<file path="src/rtl/gic_pkg.sv">
// Link nibble codes, frame lengths and FSM states shared by gic_master and gic_slave.
// Constants only: no latency or flow control of its own.
package gic_pkg;

  localparam logic [3:0] GIC_IDLE = 4'h0;
  localparam logic [3:0] GIC_WR   = 4'hA;
  localparam logic [3:0] GIC_RD   = 4'h5;
  localparam logic [3:0] GIC_ACK  = 4'hC;
  localparam logic [3:0] GIC_ERR  = 4'hE;

  localparam logic [4:0] GIC_WR_LEN = 5'd18;
  localparam logic [4:0] GIC_RD_LEN = 5'd10;

  typedef enum logic [2:0] {
    S_RESET_GAP,
    S_IDLE,
    S_TX,
    S_WAIT,
    S_RX,
    S_DONE_ACK,
    S_DONE_ERR
  } gic_state_e;

endpackage

</file>
<file path="src/rtl/gic_nibble_shift.sv">
// 32-bit parallel-load / serial-nibble shift register, MSB nibble first; load wins over shift.
// Updates one cycle after load/shift; no backpressure.
module gic_nibble_shift (
  input  logic        clk,
  input  logic        rst,
  input  logic        load,
  input  logic [31:0] load_val,
  input  logic        shift,
  input  logic [3:0]  shift_in,
  output logic [31:0] q
);

  always_ff @(posedge clk or posedge rst) begin
    if (rst) begin
      q <= '0;
    end else if (load) begin
      q <= load_val;
    end else if (shift) begin
      q <= {q[27:0], shift_in};
    end
  end

endmodule

</file>
<file path="src/rtl/gic_master.sv">
// Wishbone classic slave to 4-bit GIC link bridge, one transaction in flight; GIC_MASTER_TIMEOUT_EN adds a response timeout.
// Header nibble 1 cycle after cyc&stb in IDLE; new requests are not sampled until the previous one has terminated.
module gic_master
  import gic_pkg::*;
#(
  parameter int unsigned TIMEOUT  = 1024,
  parameter int unsigned IDLE_GAP = 16
) (
  input  logic        wb_clk_i,
  input  logic        wb_rst_i,
  input  logic [31:0] wb_adr_i,
  input  logic [31:0] wb_dat_i,
  input  logic [3:0]  wb_sel_i,
  input  logic        wb_we_i,
  input  logic        wb_cyc_i,
  input  logic        wb_stb_i,
  input  logic [2:0]  wb_cti_i,
  input  logic [1:0]  wb_bte_i,
  output logic [31:0] wb_dat_o,
  output logic        wb_ack_o,
  output logic        wb_err_o,
  output logic        wb_rty_o,
  output logic [3:0]  gic_dat_o,
  input  logic [3:0]  gic_dat_i
);

  localparam int GAP_W = (IDLE_GAP > 1) ? $clog2(IDLE_GAP) : 1;
  localparam logic [GAP_W-1:0] GAP_LAST = GAP_W'(IDLE_GAP - 1);

  gic_state_e       state, state_nxt;
  logic [4:0]       cnt, cnt_nxt;
  logic [GAP_W-1:0] gap_cnt, gap_nxt;
  logic             we_q;
  logic [3:0]       sel_q;
  logic [31:0]      dat_q;
  logic             live, live_nxt;
  logic [3:0]       rx_q;
  logic [3:0]       gic_nxt;
  logic             accept, take;
  logic             tx_load, tx_shift, rx_shift;
  logic [31:0]      tx_load_val, tx_q;
  logic             ack_nxt, err_nxt;
  logic             unused_in;

`ifdef GIC_MASTER_TIMEOUT_EN
  localparam int TMO_W = (TIMEOUT > 1) ? $clog2(TIMEOUT) : 1;
  localparam logic [TMO_W-1:0] TMO_LAST = TMO_W'(TIMEOUT - 1);
  logic [TMO_W-1:0] tmo_cnt, tmo_nxt;

  // A late reply to a timed-out request must drain before a new frame starts.
  assign accept = wb_cyc_i & wb_stb_i & (rx_q == GIC_IDLE);
`else
  assign accept = wb_cyc_i & wb_stb_i;
`endif

  assign take      = (state == S_IDLE) & accept;
  assign wb_rty_o  = 1'b0;
  assign unused_in = ^{wb_cti_i, wb_bte_i, tx_q[27:0], TIMEOUT[0]};

  gic_nibble_shift u_tx_shift (
    .clk      (wb_clk_i),
    .rst      (wb_rst_i),
    .load     (tx_load),
    .load_val (tx_load_val),
    .shift    (tx_shift),
    .shift_in (GIC_IDLE),
    .q        (tx_q)
  );

  gic_nibble_shift u_rx_shift (
    .clk      (wb_clk_i),
    .rst      (wb_rst_i),
    .load     (1'b0),
    .load_val (32'h0),
    .shift    (rx_shift),
    .shift_in (rx_q),
    .q        (wb_dat_o)
  );

  always_comb begin
    state_nxt   = state;
    cnt_nxt     = cnt;
    gap_nxt     = gap_cnt;
    gic_nxt     = GIC_IDLE;
    tx_load     = 1'b0;
    tx_load_val = wb_adr_i;
    tx_shift    = 1'b0;
    rx_shift    = 1'b0;
    live_nxt    = live & wb_cyc_i;
`ifdef GIC_MASTER_TIMEOUT_EN
    tmo_nxt     = tmo_cnt;
`endif
    case (state)
      S_RESET_GAP: begin
        if (gap_cnt == GAP_LAST) state_nxt = S_IDLE;
        else                     gap_nxt   = gap_cnt + GAP_W'(1);
      end
      S_IDLE: begin
        if (accept) begin
          state_nxt = S_TX;
          gic_nxt   = wb_we_i ? GIC_WR : GIC_RD;
          tx_load   = 1'b1;
          cnt_nxt   = 5'd0;
          live_nxt  = 1'b1;
        end
      end
      S_TX: begin
        // cnt is the index of the nibble currently on the line.
        if (cnt == (we_q ? GIC_WR_LEN : GIC_RD_LEN) - 5'd1) begin
          state_nxt = S_WAIT;
`ifdef GIC_MASTER_TIMEOUT_EN
          tmo_nxt   = '0;
`endif
        end else begin
          cnt_nxt = cnt + 5'd1;
          if (cnt == 5'd8) begin
            gic_nxt     = sel_q;
            tx_load     = 1'b1;
            tx_load_val = dat_q;
          end else begin
            gic_nxt  = tx_q[31:28];
            tx_shift = 1'b1;
          end
        end
      end
      S_WAIT: begin
        case (rx_q)
          GIC_IDLE: begin
`ifdef GIC_MASTER_TIMEOUT_EN
            if (tmo_cnt == TMO_LAST) state_nxt = S_DONE_ERR;
            else                     tmo_nxt   = tmo_cnt + TMO_W'(1);
`endif
          end
          GIC_ACK: begin
            if (we_q) begin
              state_nxt = S_DONE_ACK;
            end else begin
              state_nxt = S_RX;
              cnt_nxt   = 5'd0;
            end
          end
          GIC_ERR: state_nxt = S_DONE_ERR;
          default: state_nxt = S_DONE_ERR;
        endcase
      end
      S_RX: begin
        rx_shift = 1'b1;
        if (cnt == 5'd7) state_nxt = S_DONE_ACK;
        else             cnt_nxt   = cnt + 5'd1;
      end
      S_DONE_ACK, S_DONE_ERR: state_nxt = S_IDLE;
      default:                state_nxt = S_RESET_GAP;
    endcase
    // An abandoned cycle still runs the link to completion, silently.
    ack_nxt = (state_nxt == S_DONE_ACK) & live_nxt;
    err_nxt = (state_nxt == S_DONE_ERR) & live_nxt;
  end

  always_ff @(posedge wb_clk_i or posedge wb_rst_i) begin
    if (wb_rst_i) begin
      state     <= S_RESET_GAP;
      cnt       <= '0;
      gap_cnt   <= '0;
      we_q      <= 1'b0;
      sel_q     <= '0;
      dat_q     <= '0;
      live      <= 1'b0;
      rx_q      <= GIC_IDLE;
      gic_dat_o <= GIC_IDLE;
      wb_ack_o  <= 1'b0;
      wb_err_o  <= 1'b0;
    end else begin
      state     <= state_nxt;
      cnt       <= cnt_nxt;
      gap_cnt   <= gap_nxt;
      live      <= live_nxt;
      rx_q      <= gic_dat_i;
      gic_dat_o <= gic_nxt;
      wb_ack_o  <= ack_nxt;
      wb_err_o  <= err_nxt;
      if (take) begin
        we_q  <= wb_we_i;
        sel_q <= wb_sel_i;
        dat_q <= wb_dat_i;
      end
    end
  end

`ifdef GIC_MASTER_TIMEOUT_EN
  always_ff @(posedge wb_clk_i or posedge wb_rst_i) begin
    if (wb_rst_i) tmo_cnt <= '0;
    else          tmo_cnt <= tmo_nxt;
  end
`endif

endmodule

</file>
<file path="config.mk">
export PLATFORM = sky130hd
export DESIGN_NAME = gic_master
export DESIGN_NICKNAME = d
export VERILOG_FILES = /design/src/rtl/gic_pkg.sv /design/src/rtl/gic_nibble_shift.sv /design/src/rtl/gic_master.sv
export SDC_FILE = /design/constraint.sdc
export NUM_CORES = 1
export LEC_CHECK = 0
export BUFFER_PORTS_ARGS = -buffer_cell sky130_fd_sc_hd__buf_2
export CAP_MARGIN = 5
export CORE_ASPECT_RATIO = 0.6
export CORE_MARGIN = 2
export CORE_UTILIZATION = 40
export DETAILED_ROUTE_END_ITERATION = 8
export SKIP_CTS_REPAIR_TIMING = 1
export SLEW_MARGIN = 15
export SYNTH_ARGS = -nofsm -noshare
export SYNTH_HDL_FRONTEND = slang
export SYNTH_SLANG_ARGS = --single-unit
</file>
<file path="constraint.sdc">
create_clock -name wb_clk_i -period 4.8 [get_ports wb_clk_i]
set_input_delay 0.96 -clock wb_clk_i [delete_from_list [all_inputs] [get_ports wb_clk_i]]
set_output_delay 0.96 -clock wb_clk_i [all_outputs]
set_load 0.005 [all_outputs]
</file>
==> results of run 1 <==
==> power by group through the flow <==
stage          combinational, mW  sequential [mW]  clock [mW]
3_5_place_dp                1.23             1.72           0
3_3_place_gp                1.18             1.70           0
5_1_grt                     1.39             1.76        1.30
4_1_cts                     1.23             1.70        1.26
2_1_floorplan              0.941             1.64           0
6_report                    1.22             1.71        1.23
==> registers in the layout, indices dropped and copies added (netlist names) <==
| signal | count |
|---|---|
| sel_q | 4 |
| we_q | 1 |
| wb_err_o | 1 |
| u_rx_shift.q | 32 |
| dat_q | 32 |
| u_tx_shift.q | 32 |
| state | 3 |
| cnt | 5 |
| wb_ack_o | 1 |
| rx_q | 4 |
| live | 1 |
| gic_dat_o | 4 |
| gap_cnt | 4 |
==> critical path, delay by kind of cell (launching register included) <==
family                 cells  cell delay [ns]
flip-flops                 1             0.68
AND/OR/NAND/NOR            4             1.28
AO/OA/AOI/OAI              1             0.07
buffers and inverters      1             0.38
==> cells by family after synthesis <==
kind of cell             synth area share, %
buffers and inverters                   4.09
multiplexers                            7.28
AND/OR/NAND/NOR                         22.0
adder cells (fa/ha/maj)                0.885
other                                 0.0663
XOR/XNOR                               0.310
flip-flops                              54.9
AO/OA/AOI/OAI                           10.5
==> routing by layer <==
metal	part of all wire, %	vias to the layer above	GRT usage (%)
li1	-	2124	-
met4	0.86	0	5.83
met3	3.8	9	3.65
met1	52	2115	28.1
met5	0	-	0
met2	44	94	27.3
==> area by class of cell <==
type	instances	area, sq um
multi-input cells	403	2330
repair buffers	122	631
well taps	192	240
fillers	1270	6830
clock inverters	15	149
flip-flops and latches	124	3100
inverters	8	32.5
clock buffers	17	425
==> how the worst max path moves through the flow <==
stage | start | endpoint
CTS | state[0]$_DFF_PP0_ | u_tx_shift.q[21]$_DFFE_PP0P_
floorplan | wb_rst_i | cnt[0]$_DFFE_PP0P_
global placement | wb_cyc_i | u_tx_shift.q[20]$_DFFE_PP0P_
detailed placement | wb_cyc_i | u_tx_shift.q[24]$_DFFE_PP0P_
finish | state[0]$_DFF_PP0_ | u_tx_shift.q[21]$_DFFE_PP0P_
global route | cnt[0]$_DFFE_PP0P_ | u_tx_shift.q[16]$_DFFE_PP0P_
==> cells in the final DEF, fill, tap and decap left out, drive strengths merged, types with 2 or more instances in the layout <==
cell	count
nand2	196
dfrtp	124
buf	122
o21ai	36
mux2	33
and3	30
nor2	24
clkbuf	17
inv	17
o31ai	15
nand3	8
a221o	6
a21oi	6
nor3	5
nor3b	5
mux2i	4
ha	4
clkinvlp	4
nor2b	3
nand2b	3
a31oi	3
a21o	3
o211ai	2
a32o	2
o22ai	2
clkinv	2
==> Flow_metrics.wiki, run 1 <==
{| class="wikitable"
! Metric !! Value
|-
| Cell area after technology mapping || 5650 sq um
|-
| IR Drop Worst-Case VDD || 0.000266 V
|-
| Worst-skew pair later-pin latency || 0.41 ns
|-
| Share of the core filled with cells in the final layout || 50.3%
|-
| Origin of the critical flop-to-flop path || state[0]$_DFF_PP0_
|-
| Max Transition Viols Final || 0
|-
| Dpl cell area || 6340 sq um
|-
| Sw Share || 35.7%
|-
| Antenna Cells || 0
|-
| Post-Route WL || 13.4 mm
|-
| Initial cell density of the core || 41.1%
|-
| Vias per inst || 4.93
|-
| Net count of the mapped netlist || 656
|-
| Num ports || 121
|-
| Outcome || finished, final reports clean
|-
| Setup repair after global routing missed its margin || false
|-
| CTS tree || yes
|-
| Reg-to-Reg End || u_tx_shift.q[21]$_DFFE_PP0P_
|-
| Cell count of the worst reg-to-reg path || 6
|-
| Clock Tree Root || clkbuf_16
|-
| CTS Sinks || 124
|-
| Final #Nets || 762
|-
| Minimum clock period after layout || 2.54 ns
|-
| Sequential element share of the synthesized area || 54.9%
|-
| GRT Overall Usage || 18.7%
|-
| Sum of negative setup slack || 0 ns
|-
| Final design instance area without fill || 6920 sq um
|-
| Total number of H-tree levels || 4
|-
| Gate count of the mapped netlist || 570
|-
| Routed via count || 4342
|-
| Start point of the worst hold path || dat_q[10]$_DFFE_PP0P_
|-
| Total count of hold-check failures in the final report || 0
|-
| Largest fanout on the critical path || 40
|-
| Worst EP arrival || 2.84 ns
|-
| Share of cells above drive strength 1 || 31.2%
|-
| Post-Synthesis Mean Instance Area || 9.92 sq um
|-
| First-pass DRT Iterations || 4
|-
| Initial detailed-routing violation count || 269
|-
| Hold Worst Slack || 0.470 ns
|-
| Number of flip-flops and latches in the synthesized netlist || 124
|-
| Part of the total power dissipated in sequential elements || 41.0%
|-
| Largest net degree at the start of global routing || 61
|-
| Cell taking the most area after synthesis || dfrtp_1
|-
| Endpoint, Worst Hold || dat_q[10]$_DFFE_PP0P_
|-
| Biggest area contributors in the synthesized netlist || dfrtp_1 (55%), nand2_1 (13%), mux2_2 (6.6%)
|-
| EDFF count, synth || 0
|-
| Final worst-path setup slack || 2.26 ns
|-
| Final worst path period share || 53.0%
|-
| Proportion of register bits with asynchronous set or reset after synthesis || 100%
|-
| Die outline height || 96.1 um
|-
| Area added between synthesis and finish || 22.3%
|-
| Placed wire-length estimate after detailed placement || 8.94 mm
|-
| Slowest stage cell on the critical path || or3_2
|-
| Floorplan row count || 33
|-
| Initial antenna violation count || 0
|-
| Power dissipated by switching net loads || 1.48 mW
|-
| Kind of end point of the critical path || flop
|-
| Placed instance count || 849
|-
| Upper clock frequency limit || 0.393 GHz
|-
| Worst path cell trace || nand2b_1 > or3_2 > buf_4 > nand2_1 > and3_1 > o21ai_1
|-
| Yosys warning total || 0
|-
| Most used flip-flop cell after synthesis || dfrtp_1
|-
| Yosys top cell area share || 54.9%
|-
| Die X || 157 um
|-
| Worst slew margin || 48.3%
|-
| Final Total Pwr || 4.16 mW
|-
| CP startpoint kind || flop
|-
| Count leader, synth || nand2_1
|-
| Worst setup skew after layout || 0.00979 ns
|-
| Hold-critical path depth || 2
|-
| Netlist cell types || 48
|-
| Mean routed wirelength per cell || 15.2 um
|-
| Final setup fails || 0
|-
| Die area || 15100 sq um
|-
| Global placer's final weighted congestion || 0.863
|-
| Slack of the worst reg-to-reg path || 2.26 ns
|-
| Most frequent cells after synthesis || nand2_1 (195), dfrtp_1 (124), mux2_2 (33), and3_1 (30)
|-
| Number of clock buffers inserted by TritonCTS || 17
|-
| Number of standard cells in the final layout excluding fillers || 881
|-
| Clock transition time at the flip-flop clock pins of the worst setup and hold paths || 0.06 ns
|-
| Total power per unit cell area || 601 nW/um^2
|-
| Portion of total power attributed to the clock network || 29.6%
|-
| Port buffer count || 114
|-
| Via count of the first global-routing pass || 4345
|-
| Slew at the pin closest to its max-slew limit || 0.776 ns
|-
| Detailed-route DRC error count || 0
|-
| Number of buffers between clock root and the deepest sink || 2
|-
| Crit path largest cell delay || 0.81 ns
|-
| ANT nets after route || 0
|-
| First-pass GRT wire length || 21.8 mm
|-
| Kind of path behind the tightest hold check || reg2reg
|-
| Count of max-cap constraint violations || 0
|-
| Classification of the worst setup path || reg2reg
|-
| Grt ovf || 0
|-
| Static power due to leakage || 3.41 nW
|-
| Required @ worst endpoint || 5.09 ns
|-
| Proportion of power drawn by combinational gates || 29.4%
|-
| Core ar. || 13700 sq um
|-
| Cell-internal power || 2.67 mW
|-
| Worst setup timing slack at the placement stage || 1.92 ns
|}
Note: power is estimated with default switching activity, not from simulation.
==> inputs of run 2 (changes only) <==
==> constraint.sdc (replaced) <==
create_clock -name wb_clk_i -period 2.7 [get_ports wb_clk_i]
set_input_delay 0.54 -clock wb_clk_i [delete_from_list [all_inputs] [get_ports wb_clk_i]]
set_output_delay 0.54 -clock wb_clk_i [all_outputs]
set_load 0.005 [all_outputs]
==> run 2 against run 1 <==
  * Routed wire length down 3.5%
  * Worst setup slack worse by 2.0 ns
  * Non-clock buffer count up 2
  * Global-route usage down 0.40 points
  * Clock power up 68%
  * Clock skew up 0.00085 ns
  * Utilization up 0.15 points
  * Critical path type unchanged
  * Worst hold slack worse by 0.23 ns
  * Fmax up 4.8%
==> Flow_metrics.wiki, run 2 (same netlist as run 1, synthesis figures left out) <==
{| class="wikitable"
! Metric !! Value
|-
| Antenna Cells || 0
|-
| Kind of path behind the tightest hold check || in2reg
|-
| Final-layout fill cell count || 1279
|-
| Clock Tree Root || clkbuf_16
|-
| Count of max-cap constraint violations || 0
|-
| Post-Route WL || 12.9 mm
|-
| Port buffer count || 114
|-
| Placed instance count || 851
|-
| Dpl cell area || 6390 sq um
|-
| Classification of the worst setup path || reg2reg
|-
| Upper clock frequency limit || 0.412 GHz
|-
| Final worst-path setup slack || 0.273 ns
|-
| Detailed-route DRC error count || 0
|-
| Final setup fails || 0
|-
| Worst path cell trace || inv_1 > ha_1 > nor4bb_1 > buf_4 > nand3_4 > and3_1 > o31ai_2
|-
| Global Route met2 Usage || 25.4%
|-
| Initial detailed-routing violation count || 244
|-
| Worst setup timing slack at the placement stage || 0.365 ns
|-
| Final design instance area without fill || 6940 sq um
|-
| Slack of the worst reg-to-reg path || 0.27 ns
|-
| Slew at the pin closest to its max-slew limit || 0.691 ns
|-
| CTS Sinks || 124
|-
| Total power per unit cell area || 1050 nW/um^2
|-
| Num ports || 121
|-
| First-pass DRT Iterations || 5
|-
| Setup repair after global routing missed its margin || false
|-
| Die X || 157 um
|-
| Routed via count || 4298
|-
| CTS tree || yes
|-
| Initial antenna violation count || 0
|-
| Met3 routing resource usage after global routing || 4.05%
|-
| Cell count of the worst reg-to-reg path || 7
|-
| Number of buffers between clock root and the deepest sink || 2
|-
| Worst setup skew after layout || 0.0106 ns
|-
| Worst-skew pair later-pin latency || 0.41 ns
|-
| Max Transition Viols Final || 0
|-
| GRT Overall Usage || 18.3%
|-
| Outcome || finished, final reports clean
|-
| Most congested layer reported by global routing || met1
|-
| Clock transition time at the flip-flop clock pins of the worst setup and hold paths || 0.06 ns
|-
| Most frequent cells in the layout || nand2_1 (195), dfrtp_1 (124), buf_2 (114)
|-
| Crit path largest cell delay || 0.46 ns
|-
| Grt ovf || 0
|-
| Total count of hold-check failures in the final report || 0
|-
| ANT nets after route || 0
|-
| Floorplan row count || 33
|-
| Total number of H-tree levels || 4
|-
| First-pass GRT wire length || 21.5 mm
|-
| Number of standard cells in the final layout excluding fillers || 883
|-
| Share of the core filled with cells in the final layout || 50.4%
|-
| Largest fanout on the critical path || 60
|-
| Slowest stage cell on the critical path || nand3_4
|-
| Core ar. || 13700 sq um
|-
| Minimum clock period after layout || 2.43 ns
|-
| Placed wire-length estimate after detailed placement || 8.63 mm
|-
| Final Total Pwr || 7.29 mW
|-
| Mean routed wirelength per cell || 14.6 um
|-
| Worst EP arrival || 2.75 ns
|-
| Area added between synthesis and finish || 22.7%
|-
| Global placer's final weighted congestion || 0.883
|-
| Worst slew margin || 53.9%
|-
| Die outline height || 96.1 um
|-
| Via count of the first global-routing pass || 4189
|-
| Initial cell density of the core || 41.1%
|-
| Largest net degree at the start of global routing || 125
|-
| CP startpoint kind || flop
|-
| Final #Nets || 764
|-
| Vias per inst || 4.87
|-
| IR Drop Worst-Case VDD || 0.000388 V
|-
| Final worst path period share || 89.9%
|-
| Share of cells above drive strength 1 || 31.3%
|-
| Static power due to leakage || 3.41 nW
|-
| Die area || 15100 sq um
|-
| Registers with the most flip-flops || dat_q: 32 flops, u_rx_shift.q: 32 flops, u_tx_shift.q: 32 flops
|-
| Hold Worst Slack || 0.235 ns
|-
| Hold-critical path depth || 1
|-
| Required @ worst endpoint || 3.02 ns
|-
| Global Route met1 Usage || 28.1%
|-
| Kind of end point of the critical path || flop
|-
| Sum of negative setup slack || 0 ns
|-
| Number of clock buffers inserted by TritonCTS || 17
|-
| Commonest non-fill, non-tap cell in the layout || nand2_1
|}
==> run 2: changes by cell type in the layout (fill, tap and decap cells not counted), moves of 2 or more <==
cell	previous run	this run
buf_12	0	3
clkinv_2	0	3
clkinv_4	0	2
clkinv_8	2	0
inv_6	6	3
==> run 2: layout make-up <==
type,instances,area (sq um),area share [%]
clock buffer,18,429,6.19
clock inverter,14,111,1.61
multi-input combinational,403,2330,33.7
tap,192,240,3.46
timing repair buffer,124,683,9.85
inverter,8,33.8,0.487
sequential,124,3100,44.7
==> run 2: path summary, 6_finish.rpt <==
kind / startpoint / to
min reg2reg: dat_q[30]$_DFFE_PP0P_ / dat_q[30]$_DFFE_PP0P_
max: cnt[0]$_DFFE_PP0P_ / u_tx_shift.q[16]$_DFFE_PP0P_
max in group asynchronous: wb_rst_i / u_rx_shift.q[16]$_DFFE_PP0P_
max reg2reg: cnt[0]$_DFFE_PP0P_ / u_tx_shift.q[16]$_DFFE_PP0P_
min: gic_dat_i[1] / rx_q[1]$_DFF_PP0_
min in group asynchronous: wb_rst_i / dat_q[0]$_DFFE_PP0P_
==> run 2: report_power, final <==
group / switching (mW) / internal (mW)
Clock: 0.881 / 1.19
Combinational: 1.18 / 1.02
Sequential: 0.463 / 2.55
Total: 2.53 / 4.76
==> run 2: routing by layer <==
metal	vias to the layer above	part of all wire [%]
li1	2130	-
met1	2065	53
met2	91	42
met3	12	3.5
met4	0	1.3
met5	-	0
==> run 2: worst max-delay path, delay by kind of cell, from the launching register on <==
family | cells | cell delay (ns)
AO/OA/AOI/OAI | 1 | 0.21
adder cells (fa/ha/maj) | 1 | 0.15
buffers and inverters | 2 | 0.33
AND/OR/NAND/NOR | 3 | 1.17
flip-flops | 1 | 0.45
==> inputs of run 3 (changes only) <==
--- a/config.mk
+++ b/config.mk
@@ -9,8 +9,10 @@
 export CAP_MARGIN = 5
 export CORE_ASPECT_RATIO = 0.6
 export CORE_MARGIN = 2
-export CORE_UTILIZATION = 40
+export CORE_UTILIZATION = 45
+export CTS_BUF_LIST = sky130_fd_sc_hd__clkbuf_8 sky130_fd_sc_hd__clkbuf_16
 export DETAILED_ROUTE_END_ITERATION = 8
+export PLACE_DENSITY = 0.76
 export SKIP_CTS_REPAIR_TIMING = 1
 export SLEW_MARGIN = 15
 export SYNTH_ARGS = -nofsm -noshare
==> run 3 against run 2 <==
  * Sequential power about the same
  * Combinational power about the same
  * Sequential share of layout area down 0.63 points
  * Worst setup slack better by 0.18 ns
  * Fmax up 7.8%
  * Clock skew up 0.0036 ns
  * Register-to-register slack better by 0.18 ns
  * Flip-flop and latch count unchanged
  * Routed wire length up 1.4%
  * Clock-buffer cell count unchanged
  * Critical path depth unchanged
==> Flow_metrics.wiki, run 3 (same netlist as run 1, synthesis figures left out) <==
{| class="wikitable"
! Metric !! Value
|-
| Outcome || finished, final reports clean
|-
| Initial cell density of the core || 46.6%
|-
| Via count of the first global-routing pass || 4347
|-
| Final design instance area without fill || 7030 sq um
|-
| Placed wire-length estimate after detailed placement || 8.75 mm
|-
| Dpl cell area || 6380 sq um
|-
| Die X || 149 um
|-
| Routed via count || 4385
|-
| Initial antenna violation count || 0
|-
| Post-Route WL || 13.1 mm
|-
| Most frequent cells in the layout || nand2_1 (195), dfrtp_1 (124), buf_2 (114)
|-
| First-pass DRT Iterations || 5
|-
| Classification of the worst setup path || reg2reg
|-
| Core ar. || 12100 sq um
|-
| Worst setup skew after layout || 0.0143 ns
|-
| Final Total Pwr || 7.78 mW
|-
| Max Transition Viols Final || 0
|-
| First-pass GRT wire length || 22.0 mm
|-
| Die outline height || 90.8 um
|-
| ANT nets after route || 0
|-
| Total number of H-tree levels || 4
|-
| Final worst path period share || 83.4%
|-
| Initial detailed-routing violation count || 235
|-
| Slowest stage cell on the critical path || nor4bb_1
|-
| Floorplan row count || 31
|-
| Largest fanout on the critical path || 60
|-
| Kind of end point of the critical path || flop
|-
| Num ports || 121
|-
| CTS tree || yes
|-
| Worst EP arrival || 2.57 ns
|-
| Final setup fails || 0
|-
| Setup repair after global routing missed its margin || false
|-
| Clock transition time at the flip-flop clock pins of the worst setup and hold paths || 0.06 ns
|-
| Number of buffers between clock root and the deepest sink || 2
|-
| Grt ovf || 0
|-
| Total count of hold-check failures in the final report || 0
|-
| Global placer's final weighted congestion || 0.809
|-
| Registers with the most flip-flops || dat_q: 32 flops, u_rx_shift.q: 32 flops, u_tx_shift.q: 32 flops
|-
| Largest net degree at the start of global routing || 61
|-
| Upper clock frequency limit || 0.444 GHz
|-
| Required @ worst endpoint || 3.02 ns
|-
| IR Drop Worst-Case VDD || 0.000514 V
|-
| Commonest non-fill, non-tap cell in the layout || nand2_1
|-
| Static power due to leakage || 3.48 nW
|-
| Worst-skew pair later-pin latency || 0.41 ns
|-
| Area added between synthesis and finish || 24.4%
|-
| Number of clock buffers inserted by TritonCTS || 17
|-
| Minimum clock period after layout || 2.25 ns
|-
| Crit path largest cell delay || 0.56 ns
|-
| Total power per unit cell area || 1110 nW/um^2
|-
| Final #Nets || 765
|-
| Antenna Cells || 0
|-
| Worst slew margin || 59.2%
|-
| Kind of path behind the tightest hold check || in2async
|-
| Die area || 13500 sq um
|-
| Vias per inst || 5.12
|-
| Detailed-route DRC error count || 0
|-
| Share of cells above drive strength 1 || 31.3%
|-
| Clock Tree Root || clkbuf_16
|-
| CTS Sinks || 124
|-
| GRT Overall Usage || 20.6%
|-
| Mean routed wirelength per cell || 15.3 um
|-
| CP startpoint kind || flop
|-
| Sum of negative setup slack || 0 ns
|-
| Final-layout fill cell count || 1032
|-
| Count of max-cap constraint violations || 0
|-
| Worst path cell trace || inv_1 > ha_1 > nor4bb_1 > nand3_4 > buf_4 > and3_1 > o31ai_2
|-
| Port buffer count || 114
|-
| Slew at the pin closest to its max-slew limit || 0.604 ns
|}
-- run 3: cell count changes in the layout (fill, tap and decap cells not counted), sizes merged --
cell and change:
buf +1, clkinv -2, bufinv +5, inv -1, clkinvlp -3
-- run 3: per-layer routing --
| layer | vias to the layer above | global-route usage [%] | wire [um] |
|---|---|---|---|
| met5 | - | 0 | 0 |
| met4 | 0 | 5.40 | 98 |
| met3 | 7 | 4.65 | 654 |
| met2 | 107 | 31.4 | 5920 |
| met1 | 2143 | 29.9 | 6430 |
| li1 | 2128 | - | - |
-- run 3: worst paths after layout --
path	from	depth (start not counted)	endpoint	slack, ns
min in group wb_clk_i	gic_dat_i[1]	1	rx_q[1]$_DFF_PP0_	0.23
worst max-delay path	cnt[0]$_DFFE_PP0P_	7	u_tx_shift.q[16]$_DFFE_PP0P_	0.45
worst min-delay path	wb_rst_i	2	dat_q[6]$_DFFE_PP0P_	0.18
worst max register to register	cnt[0]$_DFFE_PP0P_	7	u_tx_shift.q[16]$_DFFE_PP0P_	0.45
worst min register to register	dat_q[28]$_DFFE_PP0P_	2	dat_q[28]$_DFFE_PP0P_	0.47
max in group asynchronous	wb_rst_i	3	cnt[1]$_DFFE_PP0P_	1.88
-- run 3: power breakdown --
part	switching (mW)	leakage (nW)	internal (mW)	total, mW
logic	1.20	1.55	1.01	2.21
registers	0.496	1.62	2.55	3.04
clock network	0.855	0.319	1.67	2.52
total	2.55	3.48	5.23	7.78
-- run 3: area by class of cell --
cell class                      count  area [sq um]  share of cell area (%)
Clock buffer                       18           439                    6.24
Timing Repair Buffer              125           703                    10.0
Sequential cell                   124          3100                    44.1
Clock inverter                     13           214                    3.04
Tap cell                          165           206                    2.93
Multi-Input combinational cell    403          2330                    33.2
Inverter                            8          33.8                   0.480
-- run 3: metrics by stage --
stage / hold slack (ns) / worst slack (ns) / std cells / utilization (%)
CTS: 0.189 / 0.446 / 856 / 57.9
detailed placement: 0.458 / 0.469 / 825 / 52.6
global route: 0.208 / 0.328 / 856 / 57.9
finish: 0.179 / 0.448 / 856 / 57.9
global placement: 0.456 / 0.569 / 825 / 52.6
floorplan: 0.440 / 0.635 / 570 / -
-- run 3: worst max-delay path, delay by kind of cell, from the launching register on --
| kind | cells | cell delay (ns) |
|---|---|---|
| AO/OA/AOI/OAI | 1 | 0.23 |
| adder cells (fa/ha/maj) | 1 | 0.15 |
| buffers and inverters | 2 | 0.39 |
| flip-flops | 1 | 0.43 |
| AND/OR/NAND/NOR | 3 | 0.94 |
